<file path="src/rtl/pixel_fifo_ctrl.sv">
// Pointer/status controller making a reg_file a circular pixel FIFO; watermarks built only with PIXEL_FIFO_CTRL_WATERMARK_EN.
// Latency: wr_en is combinational with the push, pointers/level/flags update on the next clk edge.
// Backpressure: pushes are refused while full and pops while empty; refused requests latch sticky overflow/underflow.
module pixel_fifo_ctrl #(
  parameter int ADDR_WIDTH = 2,
  parameter int AF_LEVEL   = 2**ADDR_WIDTH - 1,
  parameter int AE_LEVEL   = 1
) (
  input  logic                  clk,
  input  logic                  reset,
  input  logic                  wr,
  input  logic                  rd,
  input  logic                  flush,
  input  logic                  clr_err,
  output logic                  wr_en,
  output logic [ADDR_WIDTH-1:0] w_addr,
  output logic [ADDR_WIDTH-1:0] r_addr,
  output logic [ADDR_WIDTH:0]   level,
  output logic                  full,
  output logic                  empty,
  output logic                  almost_full,
  output logic                  almost_empty,
  output logic                  overflow,
  output logic                  underflow
);

  localparam logic [ADDR_WIDTH:0] DEPTH_L = {1'b1, {ADDR_WIDTH{1'b0}}};

  logic                push_ok;
  logic                pop_ok;
  logic [ADDR_WIDTH:0] level_nxt;

  // reset gating keeps reg_file untouched while the controller is held in reset
  assign push_ok = wr & ~full & ~flush & ~reset;
  assign pop_ok  = rd & ~empty & ~flush;
  assign wr_en   = push_ok;

  always_comb begin
    level_nxt = level;
    if (flush) begin
      level_nxt = '0;
    end else begin
      level_nxt = level + {{ADDR_WIDTH{1'b0}}, push_ok} - {{ADDR_WIDTH{1'b0}}, pop_ok};
    end
  end

  always_ff @(posedge clk or posedge reset) begin
    if (reset) begin
      w_addr    <= '0;
      r_addr    <= '0;
      level     <= '0;
      full      <= 1'b0;
      empty     <= 1'b1;
      overflow  <= 1'b0;
      underflow <= 1'b0;
    end else begin
      if (flush) begin
        w_addr <= '0;
        r_addr <= '0;
      end else begin
        if (push_ok) w_addr <= w_addr + 1'b1;
        if (pop_ok)  r_addr <= r_addr + 1'b1;
      end
      level     <= level_nxt;
      full      <= (level_nxt == DEPTH_L);
      empty     <= (level_nxt == '0);
      // a new error in the same cycle as clr_err stays set
      overflow  <= (wr & full & ~flush)  | (overflow  & ~clr_err);
      underflow <= (rd & empty & ~flush) | (underflow & ~clr_err);
    end
  end

`ifdef PIXEL_FIFO_CTRL_WATERMARK_EN
  always_ff @(posedge clk or posedge reset) begin
    if (reset) begin
      almost_full  <= 1'b0;
      almost_empty <= (AE_LEVEL >= 0);
    end else begin
      almost_full  <= (int'(level_nxt) >= AF_LEVEL);
      almost_empty <= (int'(level_nxt) <= AE_LEVEL);
    end
  end
`else
  assign almost_full  = 1'b0;
  assign almost_empty = 1'b0;
`endif

endmodule

</file>
<file path="config.mk">
export PLATFORM = sky130hd
export DESIGN_NAME = pixel_fifo_ctrl
export DESIGN_NICKNAME = d
export VERILOG_FILES = /design/src/rtl/pixel_fifo_ctrl.sv
export SDC_FILE = /design/constraint.sdc
export NUM_CORES = 1
export LEC_CHECK = 0
export BUFFER_PORTS_ARGS = -buffer_cell sky130_fd_sc_hd__clkbuf_2
export CORE_AREA = 10 10 47 49
export CTS_BUF_LIST = sky130_fd_sc_hd__clkbuf_8 sky130_fd_sc_hd__clkbuf_16
export DETAILED_ROUTE_END_ITERATION = 8
export DIE_AREA = 0 0 57 59
export PLACE_DENSITY = 0.69
export SLEW_MARGIN = 10
export SYNTH_ARGS = -nofsm -noshare
export SYNTH_HDL_FRONTEND = slang
export SYNTH_SLANG_ARGS = --single-unit
export TNS_END_PERCENT = 5
</file>
<file path="constraint.sdc">
create_clock -name clk -period 2.68 [get_ports clk]
set_input_delay 0.536 -clock clk [delete_from_list [all_inputs] [get_ports clk]]
set_output_delay 0.536 -clock clk [all_outputs]
set_load 0.005 [all_outputs]
</file>
==> metrics.md, run 1 <==
| Metric | Value |
|---|---|
| Initial core utilization | 0.3929 |
| Netlist cell types | 19 |
| Critical path peak fanout | 4 |
| Via/cell ratio | about 4.4 |
| Mapped Avg Cell Area | 10.79 um^2 |
| Crit path required time | about 2.9 ns |
| GR Util met1 | 0.06732 |
| Worst path max stage delay | 0.55 ns |
| First-pass GRT wire length | between 1500 and 2000 um |
| Sequential share of the synthesized area | 0.5023 |
| RSZ-0062 raised after global routing | false |
| Postcts setup bufs | 0 |
| Clock skew | 0.006507 ns |
| Worst-Skew Late Latency | between 0.2 and 0.25 ns |
| Number of global-route vias before repair | 430 |
| Main combinational cell family by area after synthesis | simple AND/OR/NAND/NOR gates |
| Power Dens Cells | 861.8 nW/um^2 |
| Nets@finish | just over 80 |
| Met2 Resource Use GR | 0.1070 |
| WL final | 1098 um |
| Average wire per standard cell | approximately 13 um |
| Die ar. | 3363 um^2 |
| Clock slew at reported path FFs | approximately 0.05 ns |
| Number of max-cap violations | 0 |
| Synth Cell Area | approximately 550 um^2 |
| Fillcell total | about 140 |
| Crit start category | flop |
| Dpl hpwl | 873.4 um |
| Family with the most delay on the worst path | adder cells |
| GP Congestion | 0.6789 |
| Simple-gate share of the synthesized area | 0.1932 |
| RR Startpoint | empty |
| Detailed Route Iter0 Violations | 0 |
| IO Port Bufs | 17 |
| Psw | about 190 uW |
| Adder-Cell Fraction of Synth Area | 0.08182 |
| Yosys top cell area share | 0.4545 |
| Width of the die | 57 um |
| Die Y | ~59 um |
| R2R setup slack | 0.47 ns |
| Crit path from | empty |
| Top cells by area, synth | dfrtp_1, xnor2_1, nor2b_1 |
| Crit Path Category | flop to flop |
| CTS tree | yes |
| DRT Pass-1 Iters | 1 |
| Diode count | 0 |
| Crit-path cells | nor2b_1 -> nor2b_1 -> ha_1 -> inv_1 -> ha_1 -> fa_1 -> xnor2_1 -> xnor2_1 -> a21o_1 |
| CP arrival | ~2.4 ns |
| Final slew viol count | 0 |
| Grt ovf | 0 |
| Worst setup margin | 0.4680 ns |
| Multi-input logic area | around 230 um^2 |
| LEAKAGE | 0.3577 nW |
| Rows | 14 |
| Post-DRT Antenna Nets | 0 |
| Register area | ~280 um^2 |
| Mux cell area share after synthesis | 0 |
| Setup TNS | 0 ns |
| Inserted Clock Buffers | 3 |
| CP endpoint kind | flop |
| P_int | 410.3 uW |
| Busiest grt layer | met2 |
| CP max stage cell | dfstp_2 |
| Seq pwr share | 0.404 |
| R2R Path End | empty |
| Clock sinks | 11 |
| Synth Area in XOR/XNOR | 0.09545 |
| Synth warn | 0 |
| Core Region | approximately 1400 um^2 |
| Finish-stage setup viols | 0 |
| Post-route clock period utilization | 0.8254 |
| # IOs | 20 |
| # DRC | 0 |
| Layout cells sized above 1 | 0.3662 |
| Switching share of total power | 0.3131 |
| Min cycle time layout | about 2.2 ns |
| Biggest area consumer among synthesized cells | dfrtp_1 |
| Critical Path Stages | 9 |
| Aggregate global-route resource usage | 0.07034 |
| Hold buffers post-CTS | 0 |
| Status | complete, no violations |
| Worst setup endpoint | empty |
| Share of total power in the clock network | 0.280 |
| Initial antenna violation count | 0 |
| H-tree depth | 1 |
| Grt met3 use | 0.04077 |
| Crit path buffers/inverters | 1 |
| Max Clk Rate | about 450 MHz |
| P&R area growth vs syn | 25.91% |
| Pin count of the biggest net entering global routing | 13 |
| Pre-CTS setup slack | between 0.2 and 0.3 ns |
| CTS root buffer | clkbuf_8 |
| Worst min path class | input pin to asynchronous set/reset pin |
| Vias post-DR | 385 |
| Cts repair resizes | 0 |
| Cells on worst reg2reg path | 9 |
| Max VDD drop | about 460 uV |
| Synth Area in Compound Gates | 0.03636 |
| Clock buffer depth | 2 |
| Cells after Synth | 51 |
| Fin. Hold Viols | 0 |
| Logic pwr share | 0.316 |
| Yosys reg bits | 11 |
[cell usage in the layout, fill, tap and decap left out]
cell	count
ha_1	2
buf_4	1
dfrtp_1	10
a21o_1	1
nor3b_2	1
xnor2_1	5
nor2b_1	5
o22ai_1	2
nand2_1	2
clkbuf_2	17
clkinv_2	1
clkbuf_8	3
dfstp_2	1
inv_1	7
and4bb_2	1
xor2_1	1
nor4_2	1
nand3b_1	1
conb_1	2
fa_1	1
nor2_1	6
[power groups by stage]
stage | sequential, mW | combinational, mW | clock (mW)
final | 0.241 | 0.189 | 0.167
after global routing | 0.247 | 0.215 | 0.180
after floorplan | 0.245 | 0.122 | 0
after global placement | 0.243 | 0.190 | 0
after detailed placement | 0.245 | 0.192 | 0
after CTS | 0.242 | 0.194 | 0.171
[cell families (layout without fill, tap and decap cells)]
logic type,Yosys count,count (layout)
XOR/XNOR,6,6
adder cells (fa/ha/maj),3,3
AO/OA/AOI/OAI,3,3
buffers and inverters,10,29
AND/OR/NAND/NOR,17,17
other,1,2
flip-flops,11,11
[state kept, by name, indices dropped and copies added, names as in the netlist]
register,count
empty,1
overflow,1
underflow,1
level,3
w_addr,2
full,1
r_addr,2
[area by class of cell]
cell class              count  area share
clock buffers               3     0.05957
clock inverters             1    0.007220
inverters                   7     0.03791
multi-input cells          31      0.3339
flip-flops and latches     11      0.3989
well taps                  16     0.02888
repair buffers             18      0.1336
[worst reg2reg max path, delay by kind of cell (launching register included)]
family          cells  cell delay, ns
fa+ha+maj           3            0.82
simple gates        2            0.19
compound gates      1            0.16
buf+inv             1            0.04
flops               1            0.55
xor+xnor            2            0.41
[stage by stage]
stage               total power, mW  area, um^2  utilization  hold WS [ns]  std cells
finish                       0.5973       693.2       0.4946        0.2968         87
global route                 0.6425       693.2       0.4946        0.3383         87
CTS                          0.6071       693.2       0.4946        0.3168         87
detailed placement           0.4374       646.9       0.4616        0.5251         83
global placement             0.4327       646.9       0.4616        0.5158         83
floorplan                    0.3677       554.3            -        0.3877         52
[worst min path at each step]
stage,start,end,slack [ns]
5_1_grt,reset,level[2],0.34
4_1_cts,reset,level[2],0.32
2_1_floorplan,reset,full,0.39
3_5_place_dp,r_addr[1],r_addr[1],0.53
6_report,reset,overflow,0.30
3_3_place_gp,underflow,underflow,0.52
[synthesized netlist by cell type]
library cell and count:
dfstp_2 1, nand3b_1 1, buf_4 2, xor2_1 1, and4bb_2 1, nor2b_1 5, dfrtp_1 10, a21o_1 1
buf_2 1, o22ai_1 2, inv_1 7, xnor2_1 5, ha_1 2, fa_1 1, nor2_1 6, nor3b_2 1
nor4_2 1, nand2_1 2, conb_1 1
[per-layer routing]
metal | part of all wire | vias up
met5 | 0 | -
met3 | 0.091 | 5
met1 | 0.42 | 173
li1 | - | 192
met4 | 0.035 | 0
met2 | 0.45 | 15
Power figures use the tool's default switching activity.
==> run 2: changes to the inputs <==
==> constraint.sdc (replaced) <==
create_clock -name clk -period 2.2 [get_ports clk]
set_input_delay 0.44 -clock clk [delete_from_list [all_inputs] [get_ports clk]]
set_output_delay 0.44 -clock clk [all_outputs]
set_load 0.005 [all_outputs]
==> run 2 against run 1 <==
  * Wire length rose by 2.7%
  * Core utilization is 2.6 points higher
  * Register-to-register slack lost 0.37 ns
  * Global-route usage rose by 0.22 points
  * Clock power grew 14%
  * Via count grew 4.4%
  * Fmax increased by 5.2%
  * Die area is the same
  * Final area grew 5.2%
  * Final cell count up 2.3%
==> metrics.md, run 2 (same netlist as run 1, synthesis figures left out) <==
| Metric | Value |
|---|---|
| Cells on worst reg2reg path | 9 |
| CP endpoint kind | flop |
| Max Clk Rate | approximately 480 MHz |
| Pin count of the biggest net entering global routing | 13 |
| Via/cell ratio | ~4.5 |
| Clock sinks | 11 |
| Inserted Clock Buffers | 3 |
| Nets@finish | 83 |
| Post-DRT Antenna Nets | 0 |
| P&R area growth vs syn | 32.50% |
| R2R Path End | empty |
| Non-filler cells, final | a little under 90 |
| GP Congestion | 0.7000 |
| R2R setup slack | approximately 0.097 ns |
| Clock skew | 0.002965 ns |
| RSZ-0062 raised after global routing | false |
| Commonest non-fill, non-tap cell in the layout | clkbuf_2 |
| LEAKAGE | ~0.38 nW |
| Detailed Route Iter0 Violations | 9 |
| Crit path required time | 2.38 ns |
| First-pass GRT wire length | 1945 um |
| Critical path peak fanout | 3 |
| CTS tree | yes |
| Crit Path Category | flop to flop |
| # IOs | 20 |
| H-tree depth | 1 |
| Pre-CTS setup slack | -0.1305 ns |
| Clock slew at reported path FFs | 0.05 ns |
| Most flops, register | level |
| DRT Pass-1 Iters | 4 |
| Initial core utilization | 0.3929 |
| Crit start category | flop |
| Initial antenna violation count | 0 |
| Average wire per standard cell | about 13 um |
| Worst setup margin | 0.09733 ns |
| CP arrival | 2.28 ns |
| Final slew viol count | 0 |
| Status | complete, no violations |
| RR Startpoint | empty |
| Grt ovf | 0 |
| Worst-Skew Late Latency | 0.23 ns |
| Power Dens Cells | 1049 nW/um^2 |
| Commonest non-fill, non-tap cells in the layout | clkbuf_2, dfrtp_1, inv_1 |
| Post-route clock period utilization | 0.9558 |
| Number of max-cap violations | 0 |
| Postcts setup bufs | 0 |
| Aggregate global-route resource usage | 0.07255 |
| Core Region | ~1400 um^2 |
| Die ar. | between 3000 and 4000 um^2 |
| Dpl hpwl | around 860 um |
| Die Y | about 60 um |
| Width of the die | between 50 and 60 um |
| Min cycle time layout | about 2.1 ns |
| Layout cells sized above 1 | 0.4384 |
| Fin. Hold Viols | 0 |
| Number of global-route vias before repair | approximately 450 |
| Max VDD drop | 476.3 uV |
| Vias post-DR | approximately 400 |
| Hold buffers post-CTS | 0 |
| Diode count | 0 |
| Setup TNS | 0 ns |
| Cell count after placement | 85 |
| Fin util | 0.5205 |
| Finish-stage setup viols | 0 |
| Fin Hold WS | ~0.21 ns |
| Max reg flops | 3 |
| CTS root buffer | clkbuf_8 |
| Clock buffer depth | 2 |
| Worst min path class | input pin to asynchronous set/reset pin |
| WL final | between 1000 and 1500 um |
| IO Port Bufs | 17 |
| Rows | 14 |
| Largest regs | level x3, r_addr x2, w_addr x2 |
| # DRC | 0 |
[run 2: cell types whose count changed in the layout (fill, tap and decap cells not counted), sizes merged]
cell    previous run  this run
buf                1         3
clkinv             1         0
inv                7         8
[run 2: cell type report]
cell class | count | area (um^2)
fillers | 138 | 671.9
clock inverters | 1 | 3.754
repair buffers | 20 | 107.6
flip-flops and latches | 11 | 276.5
well taps | 16 | 20.02
clock buffers | 3 | 41.29
multi-input cells | 31 | 254.0
inverters | 7 | 26.28
[run 2: stage by stage]
stage / power, mW / cell area [um^2]
floorplan: 0.4479 / 554.3
global placement: 0.5406 / 661.9
detailed placement: 0.5451 / 661.9
CTS: 0.7783 / 726.9
global route: 0.8258 / 729.5
finish: 0.7651 / 729.5
[run 2: critical path, cell delays in order, from the launching register on]
cell and delay [ns]:
dfstp_2 0.53, nor2b_2 0.05, nor2b_1 0.13, ha_1 0.26, inv_1 0.04, ha_2 0.17, fa_2 0.35, xnor2_2 0.16
xnor2_2 0.21, a21o_1 0.15
[run 2: per-layer routing]
| metal | GRT usage | vias up | part of all wire |
|---|---|---|---|
| li1 | - | 198 | - |
| met1 | 0.07721 | 188 | 0.42 |
| met2 | 0.1085 | 12 | 0.48 |
| met3 | 0.04506 | 4 | 0.082 |
| met4 | 0.04027 | 0 | 0.018 |
| met5 | 0 | - | 0 |
[run 2: worst max-delay path by stage]
stage          cells after the start     to  startpoint  slack, ns
2_1_floorplan                      9  empty       empty       0.07
5_1_grt                            9  empty       empty      0.007
6_report                           9  empty       empty        0.1
4_1_cts                            9  empty       empty       0.04
3_3_place_gp                      10  empty          rd      -0.10
3_5_place_dp                      10  empty          rd      -0.13
[run 2: what timing repair did]
| item | in CTS | in global routing |
|---|---|---|
| endpoints found under the setup margin | 3 | 3 |
| pin swaps | 3 | 4 |
| gates resized for setup | 4 | 1 |
[run 2: power breakdown]
part	switching, mW	internal (mW)
logic	0.126	0.153
registers	0.0384	0.256
clock network	0.0691	0.122
total	0.234	0.531
